==> config.mk <==
export PLATFORM = sky130hd
export DESIGN_NAME = alu_result_stage
export DESIGN_NICKNAME = d
export VERILOG_FILES = /design/src/rtl/alu_pkg.sv /design/src/rtl/alu_sat_counter.sv /design/src/rtl/alu_result_stage.sv
export SDC_FILE = /design/constraint.sdc
export NUM_CORES = 1
export LEC_CHECK = 0
export ABC_AREA = 1
export BUFFER_PORTS_ARGS = -buffer_cell sky130_fd_sc_hd__buf_2
export CAP_MARGIN = 20
export CORE_UTILIZATION = 45
export CTS_CLUSTER_DIAMETER = 80
export DETAILED_ROUTE_END_ITERATION = 8
export PLACE_DENSITY = 0.68
export SKIP_LAST_GASP = 1
export SYNTH_ARGS = -nofsm -noshare
export SYNTH_HDL_FRONTEND = slang
export SYNTH_SLANG_ARGS = --single-unit
==> constraint.sdc <==
create_clock -name clk -period 5.3 [get_ports clk]
set_clock_uncertainty 0.2 [all_clocks]
set_input_delay 1.06 -clock clk [delete_from_list [all_inputs] [get_ports clk]]
set_output_delay 1.06 -clock clk [all_outputs]
set_load 0.005 [all_outputs]
==> src/rtl/alu_pkg.sv <==
// Shared definitions for the ALU result stage: opcodes, buffer FSM states,
// per-entry side-band fields and the parity-checked opcode decode.
package alu_pkg;

  localparam int OP_W = 4;

  typedef enum logic [OP_W-1:0] {
    OP_AND     = 4'd0,
    OP_XOR     = 4'd1,
    OP_ADD     = 4'd2,
    OP_MUL     = 4'd3,
    OP_ABSDIFF = 4'd4,
    OP_DIV     = 4'd5
  } alu_op_e;

  typedef enum logic [1:0] {
    ST_EMPTY,
    ST_ONE,
    ST_FULL
  } state_t;

  // Side-band fields travelling with each result word.
  typedef struct packed {
    logic            invalid;
    logic [OP_W-1:0] op;
    logic            par_err;
  } entry_meta_t;

  // Only the arithmetic ops carry a meaningful ALU parity flag.
  function automatic logic is_par_op(input logic [OP_W-1:0] op);
    return op inside {OP_ADD, OP_MUL, OP_ABSDIFF, OP_DIV};
  endfunction

endpackage

==> src/rtl/alu_sat_counter.sv <==
// Saturating up-counter with a synchronous clear that beats a same-cycle increment.
module alu_sat_counter #(
  parameter int CNT_W = 16
) (
  input  logic             clk,
  input  logic             rst_n,
  input  logic             inc,
  input  logic             clr,
  output logic [CNT_W-1:0] cnt
);

  // Count up, stick at all-ones, clear on request.
  always_ff @(posedge clk or negedge rst_n) begin
    if (!rst_n) begin
      // NOTE: sequential state is assigned with <= so every flop samples pre-edge values.
      cnt <= '0;
    end else if (clr) begin
      cnt <= '0;
    end else if (inc && (cnt != '1)) begin
      cnt <= cnt + CNT_W'(1);
    end
  end

endmodule

==> src/rtl/alu_result_stage.sv <==
// Registered output stage behind the combinational ALU: a 2-entry skid buffer
// (head + skid) with parity re-check and saturating statistics counters.
// in_ready depends on registered state only, so out_ready never reaches it.
module alu_result_stage
  import alu_pkg::*;
#(
  parameter int WIDTH        = 8,
  parameter int CNT_W        = 16,
  parameter bit DROP_INVALID = 1'b0
) (
  input  logic               clk,
  input  logic               rst_n,
  input  logic               in_valid,
  output logic               in_ready,
  input  logic [2*WIDTH-1:0] in_data,
  input  logic               in_oddpar,
  input  logic               in_invalid,
  input  logic [OP_W-1:0]    in_op,
  output logic               out_valid,
  input  logic               out_ready,
  output logic [2*WIDTH-1:0] out_data,
  output logic               out_invalid,
  output logic [OP_W-1:0]    out_op,
  output logic               out_par_err,
  input  logic               clr,
  output logic [CNT_W-1:0]   res_cnt,
  output logic [CNT_W-1:0]   inv_cnt,
  output logic               sticky_err
);

  localparam int DW = 2 * WIDTH;

  state_t      state_q, state_d;
  logic [DW-1:0] head_data_q, skid_data_q;
  entry_meta_t head_meta_q, skid_meta_q, in_meta;

  logic in_fire, out_fire, store, par_err;
  logic load_head_in, load_head_skid, load_skid;

  assign in_ready  = (state_q != ST_FULL);
  assign out_valid = (state_q != ST_EMPTY);
  assign in_fire   = in_valid & in_ready;
  assign out_fire  = out_valid & out_ready;

  // ALU parity flag must equal the XNOR-reduction of the result for checked ops.
  assign par_err = is_par_op(in_op) & (in_oddpar != ~^in_data);

  // Dropped entries still count as accepted by the handshake but never occupy storage.
  assign store = in_fire & ~(DROP_INVALID & in_invalid);

  assign in_meta = '{invalid: in_invalid, op: in_op, par_err: par_err};

  // Next-state and load-enable decode for the head/skid pair.
  always_comb begin
    // NOTE: every output of this block gets a default first, so no latches are inferred.
    state_d        = state_q;
    load_head_in   = 1'b0;
    load_head_skid = 1'b0;
    load_skid      = 1'b0;
    unique case (state_q)
      ST_EMPTY: begin
        if (store) begin
          load_head_in = 1'b1;
          state_d      = ST_ONE;
        end
      end
      ST_ONE: begin
        if (store && out_fire) begin
          load_head_in = 1'b1;
        end else if (store) begin
          load_skid = 1'b1;
          state_d   = ST_FULL;
        end else if (out_fire) begin
          state_d = ST_EMPTY;
        end
      end
      ST_FULL: begin
        // in_ready is low here, so only the drain side can move.
        if (out_fire) begin
          load_head_skid = 1'b1;
          state_d        = ST_ONE;
        end
      end
      default: state_d = ST_EMPTY;
    endcase
  end

  // Buffer occupancy register.
  always_ff @(posedge clk or negedge rst_n) begin
    if (!rst_n) state_q <= ST_EMPTY;
    else        state_q <= state_d;
  end

  // Head and skid data registers; head always holds the oldest entry.
  always_ff @(posedge clk or negedge rst_n) begin
    if (!rst_n) begin
      // NOTE: storage is reset too, so outputs read as zero after reset and no stale entry survives.
      head_data_q <= '0;
      head_meta_q <= '0;
      skid_data_q <= '0;
      skid_meta_q <= '0;
    end else begin
      if (load_head_in) begin
        head_data_q <= in_data;
        head_meta_q <= in_meta;
      end else if (load_head_skid) begin
        head_data_q <= skid_data_q;
        head_meta_q <= skid_meta_q;
      end
      if (load_skid) begin
        skid_data_q <= in_data;
        skid_meta_q <= in_meta;
      end
    end
  end

  assign out_data    = head_data_q;
  assign out_invalid = head_meta_q.invalid;
  assign out_op      = head_meta_q.op;
  assign out_par_err = head_meta_q.par_err;

  // Sticky parity-error flag: set by any accepted mismatch, even a dropped one.
  always_ff @(posedge clk or negedge rst_n) begin
    if (!rst_n)                  sticky_err <= 1'b0;
    else if (clr)                sticky_err <= 1'b0;
    else if (in_fire && par_err) sticky_err <= 1'b1;
  end

  alu_sat_counter #(.CNT_W(CNT_W)) u_res_cnt (
    .clk   (clk),
    .rst_n (rst_n),
    .inc   (store),
    .clr   (clr),
    .cnt   (res_cnt)
  );

  alu_sat_counter #(.CNT_W(CNT_W)) u_inv_cnt (
    .clk   (clk),
    .rst_n (rst_n),
    .inc   (in_fire & in_invalid),
    .clr   (clr),
    .cnt   (inv_cnt)
  );

endmodule
-- Yosys cells after proc, flatten, opt, wreduce, memory -nomap -nowiden
Cells that the tools add are included.
- word-level logic and storage cells: 68
- output and inout port bits: 57
- bits in registers: 79
- input port bits: 27
- bitwise gates (word level): 4
- reduce and logical (&&, ||, !) cells: 13
- equal/unequal tests: 14
- muxes and demuxes: 23
- add/sub/neg operators: 2
- operator list (kind ; count):
    $mux 16 ; 6
    $add 16x1->16 const B ; 2
    $ne 16x16->1 const B ; 2
    $reduce_xnor 16->1 ; 1
    $mux 6 ; 2
    $mux 2 ; 5
    $reduce_bool 2->1 ; 5
    $eq 4x2->1 const B ; 2
    $eq 4x3->1 const B ; 2
    $mux 1 ; 8
    $ne 2x2->1 const B ; 4
    $pmux 2 s3 ; 1
    $and 1x1->1 ; 4
    $logic_and 1x1->1 ; 4
    $reduce_and 4->1 ; 1
    $reduce_bool 4->1 ; 1
    $ne 3x3->1 const B ; 1
    $eq 2x1->1 const B ; 1
    $eq 2x2->1 const B ; 1
    $logic_not 2->1 ; 1
    $pmux 1 s2 ; 1
    $ne 1x1->1 ; 1

-- Logic depth before layout (Yosys ltp)
- word-level depth: 6
- mapped depth: 14

-- Cells and area by module
From an unflattened synthesis, not the netlist that was laid out.
- cells, all modules: 597
- area total of the unflattened synthesis: 4403.0 µm²
- by module, submodules not included (module ; cells an instance ; area each (µm²) ; instances ; seq. area each (µm²)):
    alu_result_stage ; 309 ; 2328.5 ; 1 ; 1176.1
    alu_sat_counter ; 144 ; 1037.2 ; 2 ; 400.4

-- Worst setup path before layout
No wires, ideal clock.
- path type: input port to flip-flop
- start point: input in_valid
- end point: register head_data_q[11] (netlist: out_data[11])
- setup time: 0.140 ns
- buffers on the path: 1
- data required time: 4.960 ns
- data arrival time: 1.921 ns
- setup slack: 3.039 ns
- cell stages on the path: 8
- cell sequence: inv_1 nor3_2 inv_1 nand2_2 inv_1 buf_2 nand2_1 o221ai_1
- cells in the longest elaborated chain, start to end: 5
- elaborated cells on any way between the ends: 7
- RTL lines (item ; RTL line ; RTL):
    start: declaration ; alu_result_stage.sv:13 ; input logic in_valid,
    $and 1x1->1 * ; alu_result_stage.sv:42 ; assign in_fire = in_valid & in_ready;
    $logic_and 1x1->1 ; alu_result_stage.sv:68 ; if (store && out_fire) begin
    $mux 1 ; alu_result_stage.sv:68 ;
    $pmux 1 s2 * ; alu_result_stage.sv:60 ; unique case (state_q)
    $mux 16 / $reduce_bool 2->1 (equally long branches) ; -- ;
    end signal: assignment ; alu_result_stage.sv:104 ; head_data_q <= in_data;
    end signal: assignment ; alu_result_stage.sv:107 ; head_data_q <= skid_data_q;
    end: declaration ; alu_result_stage.sv:34 ; logic [DW-1:0] head_data_q, skid_data_q;
Every way passes the cells marked *; elsewhere a longest branch is shown, timed or not.
A chain may end at the register's enable or synchronous reset.

-- Worst setup path after layout
- start point: input out_ready
- end point: register head_meta_q (netlist bit out_par_err)
- cells in the longest elaborated chain, start to end: 5
- elaborated cells on any way between the ends: 8
- RTL lines (item ; RTL line ; RTL):
    start: declaration ; alu_result_stage.sv:20 ; input logic out_ready,
    $and 1x1->1 * ; alu_result_stage.sv:43 ; assign out_fire = out_valid & out_ready;
    $logic_and 1x1->1 ; alu_result_stage.sv:68 ;
    $mux 1 ; alu_result_stage.sv:68 ;
    $pmux 1 s2 ; alu_result_stage.sv:60 ;
    $mux 6 / $reduce_bool 2->1 (equally long branches) ; -- ;
    end signal: assignment ; alu_result_stage.sv:105 ; head_meta_q <= in_meta;
    end signal: assignment ; alu_result_stage.sv:108 ; head_meta_q <= skid_meta_q;
    end: declaration ; alu_result_stage.sv:35 ; entry_meta_t head_meta_q, skid_meta_q, in_meta;
Marks and branches as above.

==> results.tsv <==
stage	metric	value	unit
status	status	completed	
route	drt-total-wl	9.26	mm
route	vias	3712	
floorplanning	ios	84	
worst_setup_path	cp_max_fo	25	
layout	antennaDiodeCount	0	
layout	syn_to_final_growth	17.1	%
yosys	async_reset_ff_frac	1.00	
power	seqPwrFrac	0.508	
timing	rsz0062_at_grt	false	
route	vias_per_cell	5.13	
placement	routabilityCongestion	0.825	
cts	cts_resized	0	
worst_setup_path	setup.worst_path.start_class	input port	
global_routing	grt_max_degree	80	
power	p_sw_frac	0.295	
layout	nNetsFinal	640	
power	p_leak	2.41	nW
worst_setup_path	endpoint_kind	flop	
yosys	netlist_area	4080	um^2
global_routing	grt_overflow	0	
global_routing	grt_pass1_vias	3447	
timing	worst-slew-pin-transition	0.838	ns
timing	worst_slack	1.76	ns
yosys	yosys_most_used_dff	dfrtp_1	
power	power_switching	459	uW
power	power_per_cell_area	325	nW/um^2
power	p_comb_frac	0.200	
power	clkPwrFrac	0.292	
cts	cts_tree	built	
timing	hold_viol_final	0	
route	antenna_left	0	
yosys	postSynthAreaPerCell	7.69	um^2
layout	utilization	0.546	
timing	period_share	0.668	
route	drc_errors	0	
placement	dp_hpwl	6.53	mm
timing	setup_violations	0	
layout	final_common_cell	nand2_1	
cts	root_buffer	clkbuf_8	
timing	drv_slew	0	
yosys	synth_edf_count	0	
worst_setup_path	slowest_delay	0.70	ns
power	power	1.55	mW
floorplanning	core_area	8760	um^2
floorplanning	fp-row-count	34	
yosys	yosys_warnings	0	
cts	hold_buffers	0	
layout	drive_gt1_frac	0.202	
worst_setup_path	crit_arrival	3.58	ns
min_path	hp-class	flop to flop	
placement	placed_area	4560	um^2
timing	setup-tns-final	0	ns
worst_setup_path	reg2reg_from	state_q[0]	
yosys	synthCells	531	
timing	hold_ws	0.283	ns
timing	maxSlewHeadroom	0.441	
worst_setup_path	startpoint	out_ready	
floorplanning	initial_core_util	0.466	
cts	cts.path.max_buffers	2	
floorplanning	die_y	97.3	um
layout	fill_cells	841	
worst_setup_path	r2r_end	out_par_err	
route	wl_per_cell	12.8	um
route	drtPass1Iterations	5	
global_routing	grt_usage	0.208	
yosys	ys_types	35	
timing	layout_min_cycle_time	3.54	ns
timing	max_freq	283	MHz
placement	io_buffers	83	
yosys	ys_ff_latch	79	
route	drt_iter0_drc	150	
floorplanning	dieArea	9460	um^2
worst_setup_path	cp_cell_sequence	buf_2 > nor2_1 > nor3_2 > buf_4 > inv_1 > nand2_2 > inv_1 > nor2_1 > nand2_1 > nand2_1	
worst_setup_path	critPathCapture	out_par_err	
cts	cts.sinks	79	
worst_setup_path	cpMaxStageDelayCell	inv_1	
floorplanning	die_x	97.3	um
cts	clkTransAtPathRegs	0.08	ns
worst_setup_path	required	5.34	ns
layout	most-common-layout-cells	nand2_1 (149), buf_2 (82), dfrtp_1 (79)	
placement	pre_cts_ws	1.39	ns
worst_setup_path	reg2reg_depth	10	
worst_setup_path	ff2ff_setup_slack	2.19	ns
yosys	syn_nets	560	
cts	cts_buffers	9	
cts	htree_levels	3	
cts	clock_latency	0.35	ns
layout	layout.cells.non_filler	723	
power	p_int	1.10	mW
global_routing	antenna_found_initial	0	
cts	post_cts_buffers	0	
yosys	yosysSeqAreaShare	0.484	
power	ir_drop	182	uV
layout	final_area	4780	um^2
placement	placed_cells	707	
global_routing	grt_pass1_wl	15.9	mm
worst_setup_path	criticalPathCategory	input port to flop	
job	max_cap_viol_count	0	
-- kinds of logic (layout without fill, tap and decap cells) --
family | count (synthesis) | count (layout) | synth area share
AO/OA/AOI/OAI | 103 | 103 | 0.138
XOR/XNOR | 6 | 6 | 0.0129
adder cells (fa/ha/maj) | 2 | 2 | 0.00613
buffers and inverters | 78 | 162 | 0.0772
flip-flops | 79 | 79 | 0.484
multiplexers | 5 | 5 | 0.0138
AND/OR/NAND/NOR | 258 | 258 | 0.268
-- synthesized netlist by cell type, types with 5 or more instances --
| cell | count | area (um^2) |
|---|---|---|
| xor2_1 | 5 | 43.8 |
| buf_2 | 6 | 30.0 |
| nand2_1 | 149 | 559 |
| mux2_2 | 5 | 56.3 |
| nor2_1 | 51 | 191 |
| nor2_2 | 6 | 37.5 |
| clkbuf_1 | 9 | 33.8 |
| inv_1 | 59 | 221 |
| o21ai_1 | 6 | 30.0 |
| dfrtp_1 | 79 | 1980 |
| nand3_1 | 26 | 130 |
| nor3_1 | 10 | 50.1 |
| a21oi_1 | 15 | 75.1 |
| nand4_1 | 6 | 37.5 |
| o21ai_0 | 65 | 325 |
-- worst max-delay path: cells and delay by family --
family / cells / cell delay (ns)
buffers and inverters: 4 / 1.61
and+or+nand+nor: 6 / 0.90
-- power by group through the flow --
stage / combinational, mW / sequential (mW) / clock, mW
3_5_place_dp: 0.314 / 0.799 / 0
4_1_cts: 0.314 / 0.789 / 0.470
3_3_place_gp: 0.303 / 0.798 / 0
6_report: 0.311 / 0.790 / 0.454
5_1_grt: 0.358 / 0.806 / 0.493
2_1_floorplan: 0.180 / 0.793 / 0
-- metal layers --
metal,wire (um),GRT usage,up-vias
met3,397,0.0295,13
met4,153,0.0871,0
met1,4450,0.289,1734
met2,4260,0.328,90
li1,-,-,1875
met5,0,0,-
-- state kept, by name (all words and copies together) (netlist names) --
register,flops
state_q,2
u_res_cnt.cnt,16
out_invalid,1
out_par_err,1
out_data,16
skid_data_q,16
u_inv_cnt.cnt,16
out_op,4
sticky_err,1
skid_meta_q,6
-- worst min-delay path by stage --
stage,end,cells past startpoint,startpoint
2_1_floorplan,skid_data_q[12],2,skid_data_q[12]
3_3_place_gp,skid_data_q[2],2,skid_data_q[2]
3_5_place_dp,skid_data_q[12],2,skid_data_q[12]
4_1_cts,skid_data_q[3],2,skid_data_q[3]
5_1_grt,skid_data_q[12],2,skid_data_q[12]
6_report,skid_data_q[12],2,skid_data_q[12]
-- final cells by class --
type                    instances  area, um^2  share of cell area
inverters                      61         229              0.0479
repair buffers                 86         453              0.0947
multi-input cells             374        1790               0.374
clock inverters                 3        42.5             0.00890
flip-flops and latches         79        1980               0.413
well taps                     108         135              0.0283
clock buffers                  12         155              0.0324
(Power assumes the default switching activity.)
